--- config.mk ---
export PLATFORM = sky130hd
export DESIGN_NAME = mem_region_ctrl
export DESIGN_NICKNAME = d
export VERILOG_FILES = /design/src/rtl/mem_region_pkg.sv /design/src/rtl/mem_region_decoder.sv /design/src/rtl/mem_region_ctrl.sv
export SDC_FILE = /design/constraint.sdc
export NUM_CORES = 1
export LEC_CHECK = 0
export ABC_AREA = 1
export CAP_MARGIN = 20
export CELL_PAD_IN_SITES_DETAIL_PLACEMENT = 1
export CELL_PAD_IN_SITES_GLOBAL_PLACEMENT = 2
export CORE_MARGIN = 2
export CORE_UTILIZATION = 34
export CTS_BUF_LIST = sky130_fd_sc_hd__clkbuf_2 sky130_fd_sc_hd__clkbuf_4 sky130_fd_sc_hd__clkbuf_8
export CTS_CLUSTER_SIZE = 8
export DETAILED_ROUTE_END_ITERATION = 12
export DONT_BUFFER_PORTS = 1
export HOLD_SLACK_MARGIN = 0.08
export PLACE_DENSITY = 0.83
export SYNTH_ARGS = -nofsm -noshare
export SYNTH_HDL_FRONTEND = slang
export SYNTH_SLANG_ARGS = --single-unit
--- constraint.sdc ---
create_clock -name clk -period 4.1 [get_ports clk]
set_input_delay 0.615 -clock clk [delete_from_list [all_inputs] [get_ports clk]]
set_output_delay 0.615 -clock clk [all_outputs]
set_load 0.02 [all_outputs]
--- src/rtl/mem_region_pkg.sv ---
// mem_region_pkg: shared types and constants for the data-port memory controller
package mem_region_pkg;
    typedef logic [1:0] state_t;
    localparam state_t IDLE   = 2'd0;
    localparam state_t ACCESS = 2'd1;
    localparam state_t DONE   = 2'd2;
    typedef enum logic [1:0] {REG_NONE, REG_ROM, REG_RAM} region_t;
    typedef enum logic [1:0] {ERR_OK, ERR_UNMAPPED, ERR_ROM_WR, ERR_MISALIGNED} err_t;
    localparam int WAIT_W = 4;
endpackage

--- src/rtl/mem_region_decoder.sv ---
// region_decoder: maps one byte address onto the ROM/RAM windows with rebased offset and error code
module region_decoder
    import mem_region_pkg::*;
#(
    parameter int ADDR_W   = 32,
    parameter int ROM_BASE = 400,
    parameter int ROM_SIZE = 8100,
    parameter int RAM_BASE = 8500,
    parameter int RAM_SIZE = 129600
) (
    input  logic [ADDR_W-1:0] address,
    input  logic              we,
    output region_t           region,
    output logic [ADDR_W-1:0] offset,
    output err_t              err
);
    localparam logic [ADDR_W-1:0] ROM_LO = ADDR_W'(ROM_BASE);
    localparam logic [ADDR_W-1:0] ROM_HI = ADDR_W'(ROM_BASE + ROM_SIZE);
    localparam logic [ADDR_W-1:0] RAM_LO = ADDR_W'(RAM_BASE);
    localparam logic [ADDR_W-1:0] RAM_HI = ADDR_W'(RAM_BASE + RAM_SIZE);
    logic in_rom, in_ram;
    assign in_rom = address >= ROM_LO && address < ROM_HI;
    assign in_ram = address >= RAM_LO && address < RAM_HI;
    assign region = in_rom ? REG_ROM : in_ram ? REG_RAM : REG_NONE;
    assign offset = in_rom ? address - ROM_LO : in_ram ? address - RAM_LO : '0;
    assign err = |address[1:0] ? ERR_MISALIGNED :
                 !(in_rom || in_ram) ? ERR_UNMAPPED :
                 (in_rom && we) ? ERR_ROM_WR : ERR_OK;
endmodule

--- src/rtl/mem_region_ctrl.sv ---
// mem_region_ctrl: handshaked ROM/RAM data-port controller with per-region wait states and error responses
module mem_region_ctrl
    import mem_region_pkg::*;
#(
    parameter int DATA_W   = 32,
    parameter int ADDR_W   = 32,
    parameter int ROM_BASE = 400,
    parameter int ROM_SIZE = 8100,
    parameter int RAM_BASE = 8500,
    parameter int RAM_SIZE = 129600,
    parameter int ROM_WAIT = 0,
    parameter int RAM_WAIT = 1
) (
    input  logic              clk,
    input  logic              rst,
    input  logic              req,
    input  logic              we,
    input  logic [ADDR_W-1:0] address,
    input  logic [DATA_W-1:0] wd,
    output logic              ready,
    output logic              busy,
    output logic              rvalid,
    output logic [DATA_W-1:0] rd,
    output logic              err,
    output logic [1:0]        err_code,
    output logic [ADDR_W-1:0] rom_addr,
    input  logic [DATA_W-1:0] rom_rd,
    output logic [ADDR_W-1:0] ram_addr,
    output logic              ram_we,
    output logic [DATA_W-1:0] ram_wd,
    input  logic [DATA_W-1:0] ram_rd
);
    state_t            state;
    logic [WAIT_W-1:0] cnt;
    logic              we_l;
    logic [DATA_W-1:0] wd_l;
    region_t           reg_l;
    logic [ADDR_W-1:0] off_l;
    err_t              code_l;
    region_t           dec_region;
    logic [ADDR_W-1:0] dec_off;
    err_t              dec_err;
    logic              last;

    region_decoder #(
        .ADDR_W(ADDR_W), .ROM_BASE(ROM_BASE), .ROM_SIZE(ROM_SIZE),
        .RAM_BASE(RAM_BASE), .RAM_SIZE(RAM_SIZE)
    ) u_dec (
        .address(address), .we(we), .region(dec_region), .offset(dec_off), .err(dec_err)
    );

    assign ready    = state == IDLE;
    assign busy     = ~ready;
    assign rvalid   = state == DONE;
    assign last     = state == ACCESS && cnt == '0;
    assign err      = code_l != ERR_OK;
    assign err_code = code_l;
    assign rom_addr = reg_l == REG_ROM ? off_l : '0;
    assign ram_addr = reg_l == REG_RAM ? off_l : '0;
    // Combinational strobe so an async reset drops it within the same cycle
    assign ram_we   = last && reg_l == REG_RAM && we_l;
    assign ram_wd   = wd_l;

    always_ff @(posedge clk or posedge rst)
        if (rst) begin
            state  <= IDLE;
            cnt    <= '0;
            we_l   <= 1'b0;
            wd_l   <= '0;
            reg_l  <= REG_NONE;
            off_l  <= '0;
            code_l <= ERR_OK;
            rd     <= '0;
        end else if (state == IDLE) begin
            if (req) begin
                we_l   <= we;
                wd_l   <= wd;
                code_l <= dec_err;
                rd     <= '0;
                // Erroring requests never select a memory, so neither port sees them
                reg_l  <= dec_err == ERR_OK ? dec_region : REG_NONE;
                off_l  <= dec_err == ERR_OK ? dec_off : '0;
                cnt    <= dec_region == REG_RAM ? WAIT_W'(RAM_WAIT) : WAIT_W'(ROM_WAIT);
                state  <= dec_err == ERR_OK ? ACCESS : DONE;
            end
        end else if (state == ACCESS) begin
            cnt <= cnt - 1'b1;
            if (last) begin
                rd    <= we_l ? '0 : reg_l == REG_RAM ? ram_rd : rom_rd;
                state <= DONE;
            end
        end else
            state <= IDLE;
endmodule
; ---- Word level (Yosys, flattened, before mapping)
; Cells that the tools add are included.
[op_classes]
n_lt_le_gt_ge = 4
addsub = 3
n_eq_ne = 7
muxes = 26
bitwise_logic = 1
reduce_logical = 18
[ops]
columns = operator, n
row1 = $mux W32, 11
row2 = $ge A32 B14 Y1 const B, 1
row3 = $ge A32 B9 Y1 const B, 1
row4 = $lt A32 B14 Y1 const B, 1
row5 = $lt A32 B18 Y1 const B, 1
row6 = $sub A32 B14 Y32 const B, 1
row7 = $sub A32 B9 Y32 const B, 1
row8 = $mux W2, 11
row9 = $mux W4, 3
row10 = $eq A2 B2 Y1 const B, 3
row11 = $logic_and A1 B1 Y1, 6
row12 = $reduce_and A2 Y1, 3
row13 = $reduce_bool A2 Y1, 3
row14 = $eq A2 B1 Y1 const B, 2
row15 = $logic_not A2 Y1, 2
row16 = $logic_not A4 Y1, 1
row17 = $sub A4 B1 Y4 const B, 1
row18 = $ne A3 B3 Y1 const B, 1
row19 = $reduce_and A3 Y1, 1
row20 = $ne A2 B2 Y1 const B, 1
row21 = $reduce_or A2 Y1, 1
row22 = $logic_or A1 B1 Y1, 1
row23 = $mux W1, 1
row24 = $not A1 Y1, 1
[word_totals]
word_cells = 67
output_inout_bits = 135
ff_bits = 107
input_bits = 132

; ---- Logic depth before layout (Yosys ltp)
[logic_depth]
word_depth = 10
ltp_mapped = 16

; ---- Hierarchy
; Synthesis repeated with hierarchy kept, for this count alone.
[hier_totals]
hier_cells = 1023
area_unflattened_um2 = 6757.7
[by_module_without_submodules]
columns = module, cells_each, instances, area_each_um2, seq_area_each_um2
row1 = mem_region_ctrl, 754, 1, 5424.0, 2677.6
row2 = region_decoder, 269, 1, 1333.8, 0.0

; ---- Least setup slack after synthesis
; No wires, ideal clock.
[synth_path]
kind = in2reg
startpoint = input address[3]
endpoint = register off_l[10]
t_required_ns = 3.984
cell_stages = 14
setup_ns = 0.116
slack_ns = 1.961
arrival_time_ns = 2.022
path_cell_list = inv_1 > ha_1 > inv_1 > nand2_1 > nand2_1 > nand2_2 > nand2_2 > a21oi_4 > nand2_4 > nor2_2 > nor2_8 > buf_6 > nand2_1 > nand2_1
[synth_via]
elab_chain_cells = 8
word_cells_on_any_way = 17
[synth_rtl]
columns = element, line
row1 = from (decl), mem_region_ctrl.sv:18  ; input logic [ADDR_W-1:0] address,
row2 = $ge A32 B9 Y1 or $lt A32 B14 Y1 (tied branches), mem_region_decoder.sv:22  ; assign in_rom = address >= ROM_LO && address < ROM_HI;
row3 = $logic_and A1 B1 Y1, mem_region_decoder.sv:22
row4 = $logic_and A1 B1 Y1, mem_region_decoder.sv:28  ; (in_rom && we) ? ERR_ROM_WR : ERR_OK;
row5 = $mux W2, mem_region_decoder.sv:28
row6 = $mux W2, mem_region_decoder.sv:27  ; !(in_rom || in_ram) ? ERR_UNMAPPED :
row7 = $mux W2, mem_region_decoder.sv:26  ; assign err = |address[1:0] ? ERR_MISALIGNED :
row8 = $logic_not A2 Y1, mem_region_ctrl.sv:82  ; off_l <= dec_err == ERR_OK ? dec_off : '0;
row9 = $mux W32 (*), mem_region_ctrl.sv:82
row10 = to (signal assigned), mem_region_ctrl.sv:82
row11 = to (decl), mem_region_ctrl.sv:38  ; logic [ADDR_W-1:0] off_l;
; Mark *: on every way between the ends. The rest lies on a longest branch, timed or not.
; A chain may end at the register's enable or synchronous reset.

; ---- Worst setup path in the final report
[layout_path]
startpoint = register reg_l[0]
endpoint = output ram_addr[6]
[layout_via]
elab_chain_cells = 2
[layout_rtl]
columns = element, line
row1 = from (decl), mem_region_ctrl.sv:37  ; region_t reg_l;
row2 = from (signal assigned), mem_region_ctrl.sv:81  ; reg_l <= dec_err == ERR_OK ? dec_region : REG_NONE;
row3 = $eq A2 B2 Y1, mem_region_ctrl.sv:59  ; assign ram_addr = reg_l == REG_RAM ? off_l : '0;
row4 = $mux W32, mem_region_ctrl.sv:59
row5 = to (decl), mem_region_ctrl.sv:28  ; output logic [ADDR_W-1:0] ram_addr,
; No other way between the ends.

==> results_dict.tcl <==
set metrics [dict create \
    dr.pass1.iters 4 \
    crit_required_ns 3.48 \
    synth_top_family_by_area "simple AND/OR/NAND/NOR gates" \
    synthArstFlopShare_pct 100.0 \
    ctsLongestPathBuffers 2 \
    fin_cells 1096 \
    syn_avg_cell_area_um2 6.832 \
    grt_start_max_net_pins 66 \
    ioPinCount 267 \
    yosysSeqAreaShare_pct 44.19 \
    synth_edf_count 0 \
    yosys.area.top_type_share_pct 44.19 \
    io_buffers 0 \
    p_per_area_mw_per_mm2 369.3 \
    combinationalPowerShare_pct 11.0 \
    synth_xor_xnor_area_share_pct 1.590 \
    syn_inst 887 \
    arrival_ns 2.23 \
    grtUsageTotal_pct 19.06 \
    n_fill_cell 2236 \
    synth.net_count 1025 \
    max_freq_mhz 351.3 \
    skew_ns 0.01600 \
    grt_pass1_wl_um 28150 \
    crit_path_start_kind "flop" \
    peakVddDrop_mv 0.1627 \
    fin_crit_sh_pct 69.43 \
    placed_cells 1078 \
    rsz0062_at_grt "false" \
    synth_largest_area_cell "dfrtp_1" \
    synth-compound-area-share_pct 10.30 \
    cts_root_buf "clkbuf_8" \
    final_area_mm2 0.006540 \
    cap_viol_max_count 0 \
    syn_area_mm2 0.006060 \
    chipWidth_um 137.5 \
    synth_warnings 0 \
    hold_path.class "input pin to async pin" \
    r2r_cells 7 \
    worst_pin_slew_ns 0.7533 \
    finalSetupTns_ns 0 \
    cts_buffers 9 \
    clock_latency_ns 0.40 \
    setup.worst_path.end_class "output port" \
    overflow 0 \
    antenna_found_initial 0 \
    num_rows 48 \
    insertedDiodeCount 0 \
    timing.rr.end "ram_wd[23]$_DFFE_PP0P_" \
    wl_um 18370 \
    clkTransAtPathRegs_ns 0.12 \
    drive_gt1_share_pct 6.085 \
    r2r-start "state[0]$_DFFE_PP0P_" \
    yosys-top-cells-area "dfrtp_1 44%, nand2_1 17%, nor2_1 11%, a21oi_1 5.5%, inv_1 4.9%" \
    via_per_inst 4.972 \
    final_nets 1004 \
    p_switching_uw 765.6 \
    crit_end "ram_addr[6]" \
    cpMaxStageDelayCell "nand2_2" \
    cts_max_level 3 \
    cts_tree "built" \
    p_int_uw 1650 \
    ys_types 31 \
    fp.dieH_um 137.5 \
    setup.worst_path.class "flop to output port" \
    switching_share_pct 31.70 \
    avgRoutedWirePerCell_um 16.76 \
    grt_pass1_vias 5404 \
    slew_violations 0 \
    post-route-drc-count 0 \
    synth_seq_cells 107 \
    hold_viol_final 0 \
    dpl.hpwl_um 13950 \
    holdBufCountCts 0 \
    crit_fanout 41 \
    drt_iter0_drc 212 \
    pwr-share-seq_pct 55.0 \
    placedInstanceArea_mm2 0.006238 \
    final_core_util_pct 37.68 \
    crit_chain "clkinv_1 > buf_4 > nand2_2 > nor2_1" \
    whs_ns 0.2042 \
    clock_sinks 107 \
    synth_ff_type "dfrtp_1" \
    gp_congestion 0.8218 \
    power.share.clock_pct 34.0 \
    synth-simple-area-share_pct 34.26 \
    vias 5449 \
    synth_fa_ha_area_share_pct 1.239 \
    reg2reg_slack_ns 1.74 \
    crit_path_max_incr_delay_ns 0.52 \
    status "finished clean" \
    leakage_uw 0.003193 \
    ant_nets 0 \
    cts_setup_buffers 0 \
    cts_resized 0 \
    area_growth_pct 7.929 \
    min_period_ns 2.847 \
    initial_core_util_pct 34.91 \
    max_slew_margin_pct 49.60 \
    setup_viol 0 \
    dieArea_mm2 0.01891 \
    synthMuxAreaShare_pct 0 \
    core_mm2 0.01736 \
    crit_start "reg_l[0]$_DFFE_PP0P_" \
]
[worst min-delay path by stage]
| stage | cells past startpoint | from | slack [ns] | end |
|---|---|---|---|---|
| global placement | 2 | off_l[31]$_DFFE_PP0P_ | 0.46 | off_l[31]$_DFFE_PP0P_ |
| CTS | 1 | rst | 0.22 | ram_wd[7]$_DFFE_PP0P_ |
| global route | 1 | rst | 0.25 | ram_wd[7]$_DFFE_PP0P_ |
| floorplan | 2 | off_l[4]$_DFFE_PP0P_ | 0.45 | off_l[4]$_DFFE_PP0P_ |
| detailed placement | 2 | off_l[15]$_DFFE_PP0P_ | 0.47 | off_l[15]$_DFFE_PP0P_ |
| finish | 1 | rst | 0.20 | ram_wd[7]$_DFFE_PP0P_ |
[cells in the final DEF, fill, tap and decap left out, drive strengths merged]
cell,Yosys,layout
o21a,1,1
buf,15,12
inv,82,85
clkinv,2,3
a21oi,67,67
dfrtp,107,107
xor2,11,11
ha,6,6
clkbuf,29,9
nand3b,1,1
nand4,6,6
o22ai,3,3
nand3,32,32
bufinv,0,3
o21ai,48,48
nor4,2,2
or2,2,2
a22oi,1,1
nand2,289,289
nor3,6,6
nor2,177,177
[registers in the layout, indices dropped and copies added (netlist names)]
signal and cells:
cnt 4, err_code 2, off_l 32, ram_wd 32
rd 32, reg_l 2, state 2, we_l 1
[power by group through the flow]
stage	Sequential, µW	Combinational [µW]	Clock (µW)
2_1_floorplan	1320	211	0
5_1_grt	1340	314	896
6_report	1330	266	821
3_3_place_gp	1350	257	0
3_5_place_dp	1350	271	0
4_1_cts	1330	271	851
[cell type report]
| cell class | instances | area (µm²) | area share [%] |
|---|---|---|---|
| clock inverter | 7 | 130.1 | 1.990 |
| tap | 225 | 281.5 | 4.305 |
| multi-input combinational | 652 | 2879 | 44.02 |
| clock buffer | 9 | 123.9 | 1.894 |
| inverter | 84 | 317.8 | 4.859 |
| sequential | 107 | 2678 | 40.94 |
| timing repair buffer | 12 | 130.1 | 1.990 |
[metal layers]
| layer | GRT usage (%) | routed length (µm) | vias up |
|---|---|---|---|
| met5 | 0 | 0 | - |
| met4 | 5.785 | 223 | 0 |
| met3 | 4.783 | 1365 | 14 |
| met2 | 31.43 | 8787 | 174 |
| met1 | 24.64 | 7997 | 2556 |
| li1 | - | - | 2705 |
[per-stage QoR]
stage | power, µW | worst slack (ns)
2_1_floorplan | 1533 | 0.6678
6_report | 2415 | 1.253
3_3_place_gp | 1608 | 1.452
5_1_grt | 2551 | 1.019
3_5_place_dp | 1621 | 1.440
4_1_cts | 2452 | 1.212
[cell usage after synthesis (6+ instances only)]
library cell / n
a21oi_1: 66
buf_1: 6
buf_2: 6
clkbuf_1: 29
dfrtp_1: 107
ha_1: 6
inv_1: 79
nand2_1: 282
nand3_1: 32
nand4_1: 6
nor2_1: 171
o21ai_0: 47
xor2_1: 11
[worst max-delay path: cells and delay by family, from the launching register on]
family | cells | cell delay [ns]
flip-flops | 1 | 0.39
buffers and inverters | 2 | 0.39
AND/OR/NAND/NOR | 2 | 1.04
[logic make-up after synthesis]
logic type | count (synthesis)
buffers and inverters | 128
adder cells (fa/ha/maj) | 6
flip-flops | 107
AND/OR/NAND/NOR | 515
AO/OA/AOI/OAI | 120
XOR/XNOR | 11
No activity file was read; power rests on OpenSTA's default activity.
